### src/rtl/alu_seq_ctrl_if.sv
// Bundle of fetch handshake, register-file and ALU signals around alu_seq_ctrl.
// master: the sequencer; slave: fetch unit, register file and ALU side.
interface alu_seq_ctrl_if;
  logic        instr_valid;
  logic        instr_ready;
  logic [15:0] instr;
  logic [3:0]  rf_raddr_a;
  logic [3:0]  rf_raddr_b;
  logic [15:0] rf_rdata_a;
  logic [15:0] rf_rdata_b;
  logic [15:0] alu_a;
  logic [15:0] alu_b;
  logic [3:0]  alu_opcode;
  logic [3:0]  alu_opext;
  logic [15:0] alu_s;
  logic [4:0]  alu_flags;
  logic        rf_we;
  logic [3:0]  rf_waddr;
  logic [15:0] rf_wdata;
  logic [4:0]  psr;
  logic        done;
  logic        illegal;

  modport master (
    input  instr_valid, instr, rf_rdata_a, rf_rdata_b, alu_s, alu_flags,
    output instr_ready, rf_raddr_a, rf_raddr_b, alu_a, alu_b, alu_opcode, alu_opext,
           rf_we, rf_waddr, rf_wdata, psr, done, illegal
  );

  modport slave (
    output instr_valid, instr, rf_rdata_a, rf_rdata_b, alu_s, alu_flags,
    input  instr_ready, rf_raddr_a, rf_raddr_b, alu_a, alu_b, alu_opcode, alu_opext,
           rf_we, rf_waddr, rf_wdata, psr, done, illegal
  );
endinterface

### src/rtl/alu_seq_ctrl.sv
// Four-cycle sequencer (IDLE/READ/EXEC/WB) driving a 16-bit combinational ALU and register file.
// Define IMM_SIGN_EXT_EN to sign-extend the 8-bit I-type immediate (MOVIU always zero-extends).
module alu_seq_ctrl (
  input logic            clk,
  input logic            reset,
  alu_seq_ctrl_if.master bus
);

  localparam logic [1:0] StIdle = 2'd0;
  localparam logic [1:0] StRead = 2'd1;
  localparam logic [1:0] StExec = 2'd2;
  localparam logic [1:0] StWb   = 2'd3;

  logic [1:0]  state_q, state_d;
  logic [15:0] instr_q;
  logic [15:0] result_q;
  logic [4:0]  flags_q;
  logic [4:0]  psr_q;

  logic [3:0]  opcode, rdest, opext, rsrc;
  logic        r_type, is_nop, legal, write_en, psr_en;
  logic [15:0] imm16, oper_a, oper_b;

  assign opcode = instr_q[15:12];
  assign rdest  = instr_q[11:8];
  assign opext  = instr_q[7:4];
  assign rsrc   = instr_q[3:0];

  always_comb begin
    r_type = (opcode == 4'h0);
    is_nop = r_type && (opext == 4'h0);
    if (r_type) begin
      unique case (opext)
        4'hA, 4'hB, 4'hF: legal = 1'b0;
        default:          legal = 1'b1;
      endcase
    end else begin
      unique case (opcode)
        4'h3, 4'h5, 4'h6, 4'h7, 4'h8, 4'h9, 4'hB, 4'hE: legal = 1'b1;
        default:                                         legal = 1'b0;
      endcase
    end
    // Compares (0011, 1011) only update flags; MOVIU only writes the register.
    write_en = legal && !is_nop && (opcode != 4'h3) && (opcode != 4'hB);
    psr_en   = legal && !is_nop && (opcode != 4'h7);
  end

  always_comb begin
`ifdef IMM_SIGN_EXT_EN
    imm16 = {{8{instr_q[7]}}, instr_q[7:0]};
`else
    imm16 = {8'h00, instr_q[7:0]};
`endif
    if (r_type) begin
      oper_a = bus.rf_rdata_a;
      oper_b = bus.rf_rdata_b;
    end else if (opcode == 4'h7) begin
      // MOVIU: ALU merges Rdest high byte with the raw immediate byte.
      oper_a = bus.rf_rdata_b;
      oper_b = {8'h00, instr_q[7:0]};
    end else begin
      oper_a = imm16;
      oper_b = bus.rf_rdata_b;
    end
  end

  always_comb begin
    state_d = state_q;
    unique case (state_q)
      StIdle:  if (bus.instr_valid) state_d = StRead;
      StRead:  state_d = StExec;
      StExec:  state_d = StWb;
      StWb:    state_d = StIdle;
      default: state_d = StIdle;
    endcase
  end

  always_ff @(posedge clk or posedge reset) begin
    if (reset) begin
      state_q  <= StIdle;
      instr_q  <= 16'h0000;
      result_q <= 16'h0000;
      flags_q  <= 5'b00000;
      psr_q    <= 5'b00000;
    end else begin
      state_q <= state_d;
      if ((state_q == StIdle) && bus.instr_valid) instr_q <= bus.instr;
      if (state_q == StExec) begin
        result_q <= bus.alu_s;
        flags_q  <= bus.alu_flags;
      end
      if ((state_q == StWb) && psr_en) psr_q <= flags_q;
    end
  end

  always_comb begin
    bus.instr_ready = (state_q == StIdle);
    bus.rf_raddr_a  = 4'h0;
    bus.rf_raddr_b  = 4'h0;
    bus.alu_a       = 16'h0000;
    bus.alu_b       = 16'h0000;
    bus.alu_opcode  = 4'h0;
    bus.alu_opext   = 4'h0;
    bus.rf_we       = 1'b0;
    bus.rf_waddr    = 4'h0;
    bus.rf_wdata    = 16'h0000;
    bus.done        = 1'b0;
    bus.illegal     = 1'b0;
    unique case (state_q)
      StRead: begin
        bus.rf_raddr_a = rsrc;
        bus.rf_raddr_b = rdest;
      end
      StExec: begin
        bus.alu_a      = oper_a;
        bus.alu_b      = oper_b;
        bus.alu_opcode = opcode;
        bus.alu_opext  = opext;
      end
      StWb: begin
        bus.rf_we    = write_en;
        bus.rf_waddr = rdest;
        bus.rf_wdata = result_q;
        bus.done     = 1'b1;
        bus.illegal  = !legal;
      end
      default: ;
    endcase
  end

  assign bus.psr = psr_q;

endmodule
### src/flat_wrapper.sv
// flat-port wrapper written by rule: the top's interface ports become plain ports
module alu_seq_ctrl_flat 
  (clk, reset, bus_instr_valid, bus_instr, bus_rf_rdata_a, bus_rf_rdata_b, bus_alu_s, bus_alu_flags, bus_instr_ready, bus_rf_raddr_a, bus_rf_raddr_b, bus_alu_a, bus_alu_b, bus_alu_opcode, bus_alu_opext, bus_rf_we, bus_rf_waddr, bus_rf_wdata, bus_psr, bus_done, bus_illegal);
  alu_seq_ctrl_if bus_i ();
  input logic clk;
  input logic reset;
  input wire logic [$bits(bus_i.instr_valid)-1:0] bus_instr_valid;
  input wire logic [$bits(bus_i.instr)-1:0] bus_instr;
  input wire logic [$bits(bus_i.rf_rdata_a)-1:0] bus_rf_rdata_a;
  input wire logic [$bits(bus_i.rf_rdata_b)-1:0] bus_rf_rdata_b;
  input wire logic [$bits(bus_i.alu_s)-1:0] bus_alu_s;
  input wire logic [$bits(bus_i.alu_flags)-1:0] bus_alu_flags;
  output wire logic [$bits(bus_i.instr_ready)-1:0] bus_instr_ready;
  output wire logic [$bits(bus_i.rf_raddr_a)-1:0] bus_rf_raddr_a;
  output wire logic [$bits(bus_i.rf_raddr_b)-1:0] bus_rf_raddr_b;
  output wire logic [$bits(bus_i.alu_a)-1:0] bus_alu_a;
  output wire logic [$bits(bus_i.alu_b)-1:0] bus_alu_b;
  output wire logic [$bits(bus_i.alu_opcode)-1:0] bus_alu_opcode;
  output wire logic [$bits(bus_i.alu_opext)-1:0] bus_alu_opext;
  output wire logic [$bits(bus_i.rf_we)-1:0] bus_rf_we;
  output wire logic [$bits(bus_i.rf_waddr)-1:0] bus_rf_waddr;
  output wire logic [$bits(bus_i.rf_wdata)-1:0] bus_rf_wdata;
  output wire logic [$bits(bus_i.psr)-1:0] bus_psr;
  output wire logic [$bits(bus_i.done)-1:0] bus_done;
  output wire logic [$bits(bus_i.illegal)-1:0] bus_illegal;
  assign bus_i.instr_valid = bus_instr_valid;
  assign bus_i.instr = bus_instr;
  assign bus_i.rf_rdata_a = bus_rf_rdata_a;
  assign bus_i.rf_rdata_b = bus_rf_rdata_b;
  assign bus_i.alu_s = bus_alu_s;
  assign bus_i.alu_flags = bus_alu_flags;
  assign bus_instr_ready = bus_i.instr_ready;
  assign bus_rf_raddr_a = bus_i.rf_raddr_a;
  assign bus_rf_raddr_b = bus_i.rf_raddr_b;
  assign bus_alu_a = bus_i.alu_a;
  assign bus_alu_b = bus_i.alu_b;
  assign bus_alu_opcode = bus_i.alu_opcode;
  assign bus_alu_opext = bus_i.alu_opext;
  assign bus_rf_we = bus_i.rf_we;
  assign bus_rf_waddr = bus_i.rf_waddr;
  assign bus_rf_wdata = bus_i.rf_wdata;
  assign bus_psr = bus_i.psr;
  assign bus_done = bus_i.done;
  assign bus_illegal = bus_i.illegal;
  alu_seq_ctrl u_core (.clk(clk), .reset(reset), .bus(bus_i));
endmodule
### config.mk
export PLATFORM = sky130hd
export DESIGN_NAME = alu_seq_ctrl_flat
export DESIGN_NICKNAME = d
export VERILOG_FILES = /design/src/rtl/alu_seq_ctrl_if.sv /design/src/rtl/alu_seq_ctrl.sv /design/src/flat_wrapper.sv
export SDC_FILE = /design/constraint.sdc
export NUM_CORES = 1
export LEC_CHECK = 0
export CORE_MARGIN = 2
export CORE_UTILIZATION = 39
export CTS_BUF_LIST = sky130_fd_sc_hd__clkbuf_8
export DETAILED_ROUTE_END_ITERATION = 10
export PLACE_DENSITY = 0.82
export SLEW_MARGIN = 20
export SYNTH_ARGS = -nofsm -noshare
export SYNTH_HDL_FRONTEND = slang
export SYNTH_SLANG_ARGS = --single-unit
### constraint.sdc
create_clock -name clk -period 2.2 [get_ports clk]
set_input_delay 0.44 -clock clk [delete_from_list [all_inputs] [get_ports clk]]
set_output_delay 0.44 -clock clk [all_outputs]
set_load 0.01 [all_outputs]
Word level (Yosys, flattened, before mapping):

Memory sizes are Yosys's and may differ from the RTL's.
Cells that the tools add are included.

* input port bits: 72
* output and inout port bits: 77
* logic and storage cells: 49
* bits in read-only memories: 16
* memories kept: 1
* register bits: 44

* multiplexer cells: 19
* reduce and logical (&&, ||, !) cells: 13
* eq/ne operators: 11

Memories
* (no name shown): words 16, width 1, read ports 1, clocked after memory_dff 0, write ports 0, line alu_seq_ctrl.sv:38 `unique case (opcode)`

Operators by type and width (count)
* $mux W16: 7
* $mux W4: 5
* $eq A4 B4 Y1 const B: 3
* $logic_not A4 Y1: 2
* $pmux W2 S4: 1
* $logic_and A1 B1 Y1: 7
* $mux W1: 5
* $eq A2 B2 Y1 const B: 2
* $eq A4 B3 Y1 const B: 1
* $ne A4 B2 Y1 const B: 1
* $ne A4 B3 Y1 const B: 1
* $ne A4 B4 Y1 const B: 1
* $reduce_or A3 Y1: 1
* $eq A2 B1 Y1 const B: 1
* $logic_not A1 Y1: 2
* $logic_not A2 Y1: 1
* $mux W2: 1
* $ne A2 B2 Y1 const B: 1

Logic depth before layout (Yosys ltp):

* depth in word-level cells: 8
* mapped depth: 7

Least setup slack after synthesis:

OpenSTA, ideal clock, no wires.

* kind: reg2out
* start: register u_core.state_q[0]
* end: output bus_alu_a[4]
* path buffers: 2
* slack: 265 ps
* stages on the path, launching flop included: 7
* data required time: 1760 ps
* arrival time: 1495 ps
* cell sequence: dfrtp_1 > inv_1 > ha_1 > buf_2 > inv_1 > clkbuf_1 > a311oi_1

* word-level cells in the longest chain between the ends: 2

Ends and longest elaborated chain
* start: declaration: line alu_seq_ctrl.sv:14 `logic [1:0] state_q, state_d;`
* start signal: assignment: line alu_seq_ctrl.sv:80 `state_q <= StIdle;`
* start signal: assignment: line alu_seq_ctrl.sv:86 `state_q <= state_d;`
* $eq A2 B2 Y1: line alu_seq_ctrl.sv:109 `unique case (state_q)`
* $mux W16: line alu_seq_ctrl.sv:109
* end: declaration: line flat_wrapper.sv:16 `output wire logic [$bits(bus_i.alu_a)-1:0] bus_alu_a;`

No other way between the ends.

Worst setup path in the final report:

* start: register u_core.instr_q[15]
* end: output bus_alu_a[7]

* word-level cells in the longest chain between the ends: 4

Ends and longest elaborated chain
* start: declaration: line alu_seq_ctrl.sv:15 `logic [15:0] instr_q;`
* start signal: assignment: line alu_seq_ctrl.sv:87 `if ((state_q == StIdle) && bus.instr_valid) instr_q <= bus.instr;`
* $eq A4 B3 Y1: line alu_seq_ctrl.sv:57 `end else if (opcode == 4'h7) begin`
* $mux W16: line alu_seq_ctrl.sv:57
* $mux W16 (*): line alu_seq_ctrl.sv:54 `if (r_type) begin`
* $mux W16 (*): line alu_seq_ctrl.sv:109

Every way passes the cells marked *; elsewhere a longest branch is shown, timed or not.

==> flow_summary.ini <==
[outcome]
outcome = finished with violations
violations = negative setup slack

[cells_and_area]
layout_common_cells = 83 x clkdlybuf4s50_1, 42 x dfrtp_1, 37 x mux2_2
drive_gt1_share_pct = 35.9
final_area_sq_um = 4660
seqCellArea_sq_um = 1100
fin_nets = 523
layout_commonest_cell = clkdlybuf4s50_1
diodes = 0
final_core_util_pct = 72.9
instances_no_fill = 525
syn_to_final_growth_pct = 80.6
n_fill_cell = 471
multi_input_area_sq_um = 1520

[power_and_ir_drop]
power.leakage_nw = 2.23
finalPower_w = 0.00584
ir_worst_vdd_mv = 0.681
power_density_nw_per_um2 = 1250

[setup_path]
cp_max_fo = 5
r2r_start = u_core.instr_q[14]
r2r-end = u_core.bus.psr[4]
reg2reg_depth = 7
arrival_ns = 1.88
worstSetupPathType = reg2out
end_kind = primary output
worstPathRequired_ns = 1.76
critPathLaunch = u_core.instr_q[15]
reg2reg_slack_ns = 0.27
start_kind = flop

[die]
start_util_pct = 40.4
die_width_um = 85.3
die_height_um = 85.3
ios = 149
die_area_sq_um = 7280
rows = 29
core-area_sq_um = 6390

[clocking]
clk_latency_ns = 0.29
clock-sinks = 44
clk_path_buf_depth = 2
ctsHtreeMaxLevel = 2
cts-root-buf = clkbuf_8
cts_buffers = 5
cts_hold_buffers = 0
cts_tree = built
clk_pin_slew_ns = 0.08

[synthesis]
syn_inst = 261
yosys-top-cells-area = dfrtp_1 43%, mux2_2 16%, and2_1 8.2%
netlist_area_sq_um = 2580
synth_cell_types = 32
synth-seq-area-share_pct = 42.7
synthMuxAreaShare_pct = 19.5
synth_xor_area_share_pct = 0
ys_ff_latch = 44
yosysTopAreaCell = dfrtp_1
yosysTopAreaCellShare_pct = 42.7
synth-simple-area-share_pct = 21.5
synth_warnings = 0
synth_nets = 337
synth_top_family_by_area = simple AND/OR/NAND/NOR gates
synth-adder-area-share_pct = 1.94
synth-compound-area-share_pct = 10.5
syn_area_per_cell_sq_um = 9.88

[place]
io_buffer_count = 148
dpl_cell_area_sq_um = 4350
dp.cells = 498
place.gp.congestion = 0.897
hpwl_mm = 6.36

[detailed_routing]
first_iter_violations = 90
dr.pass1.iters = 6
num_vias = 2728
antenna_left = 0
wl_per_cell_um = 16.9
drc = 0
routed_wl_mm = 8.87
routed_via_density = 5.20

[timing]
fin_worst_skew_ns = 0.00648
worstMarginPinSlew_ns = 0.466
hold_viol = 0
setup_viol = 18
slew-limit-headroom_pct = 68.9
drv_slew = 0
setup_ws_ns = -0.123
fin_crit_ns = 2.32
rsz0062_at_grt = true
max_freq_mhz = 430
fin_crit_sh_pct = 106
setup_tns_ns = -0.640

[run]
max_cap_viol_count = 0

[global_routing]
grt_overflow = 0
grt_pass1_wl_mm = 13.9
grt_max_degree = 25
grt_pass1_vias = 2854
antenna_found_initial = 0
grt_usage_pct = 23.7

[worst_hold_path]
hold_path_class = in2async
-- registers in the layout, indices dropped and copies added, names as in the netlist --
name,cells
u_core.bus.psr,5
u_core.flags_q,5
u_core.instr_q,16
u_core.result_q,16
u_core.state_q,2
-- cells in the mapped netlist, drive strengths merged --
cell type,number
dfrtp,44
mux2,42
nand2,38
and2,35
nor2,21
a21oi,11
clkbuf,9
a22oi,8
a311oi,8
and3,8
buf,8
inv,7
ha,4
o21ai,3
a211oi,1
a21boi,1
a21o,1
a311o,1
a31oi,1
and2b,1
mux2i,1
nand3b,1
nor2b,1
nor4,1
o211ai,1
o31ai,1
or2,1
or3,1
or4,1
-- worst max-delay path, stage by stage (launching register included) --
cell and delay [ns]:
dfrtp_1 0.38, nand3b_1 0.24, nor2_4 0.15, buf_6 0.12, buf_16 0.10, buf_6 0.09, nand2_1 0.05, a311oi_2 0.28
buf_2 0.18
-- worst max path at each step --
stage,endpoint,slack [ns],cells past startpoint
2_1_floorplan,bus_alu_a[4],0.26,6
3_3_place_gp,bus_alu_a[10],-0.06,7
3_5_place_dp,bus_alu_a[7],-0.1,4
4_1_cts,bus_alu_a[0],-0.22,7
5_1_grt,bus_alu_a[6],-0.16,8
6_report,bus_alu_a[7],-0.12,8
-- repair_timing --
| action | 4_1_cts | 5_1_grt |
|---|---|---|
| pin swaps | 7 | 12 |
| gates cloned | 1 | 0 |
| setup buffers | 15 | 5 |
| gates resized for setup | 171 | 32 |
| endpoints found under the setup margin | 70 | 40 |
-- layer usage --
metal / GRT usage (%) / vias to the layer above / routed length [um]
li1: - / 1266 / -
met1: 27.9 / 1306 / 3440
met2: 42.4 / 124 / 4500
met3: 4.77 / 32 / 610
met4: 8.95 / 0 / 312
met5: 0 / - / 0
-- cell type report --
cell class	count	share of cell area, %
multi-input cells	193	32.7
repair buffers	196	39.0
flip-flops and latches	44	23.7
clock buffers	5	1.48
inverters	7	0.645
clock inverters	3	0.403
well taps	77	2.07
-- metrics by stage --
stage / hold slack, ns / setup WS, ns
6_report: 0.474 / -0.123
3_5_place_dp: 0.487 / -0.0952
4_1_cts: 0.477 / -0.223
5_1_grt: 0.521 / -0.155
3_3_place_gp: 0.480 / -0.0598
2_1_floorplan: 0.472 / 0.265
-- where the power goes --
part	internal, W	total (W)	switching, W
Combinational	0.00214	0.00385	0.00170
Sequential	0.00124	0.00151	0.000268
Clock	0.000221	0.000487	0.000266
-- logic make-up after synthesis --
kind of cell	after synthesis
multiplexers	43
buffers and inverters	24
AND/OR/NAND/NOR	109
adder cells (fa/ha/maj)	4
AO/OA/AOI/OAI	37
flip-flops	44
(Power assumes the default switching activity.)
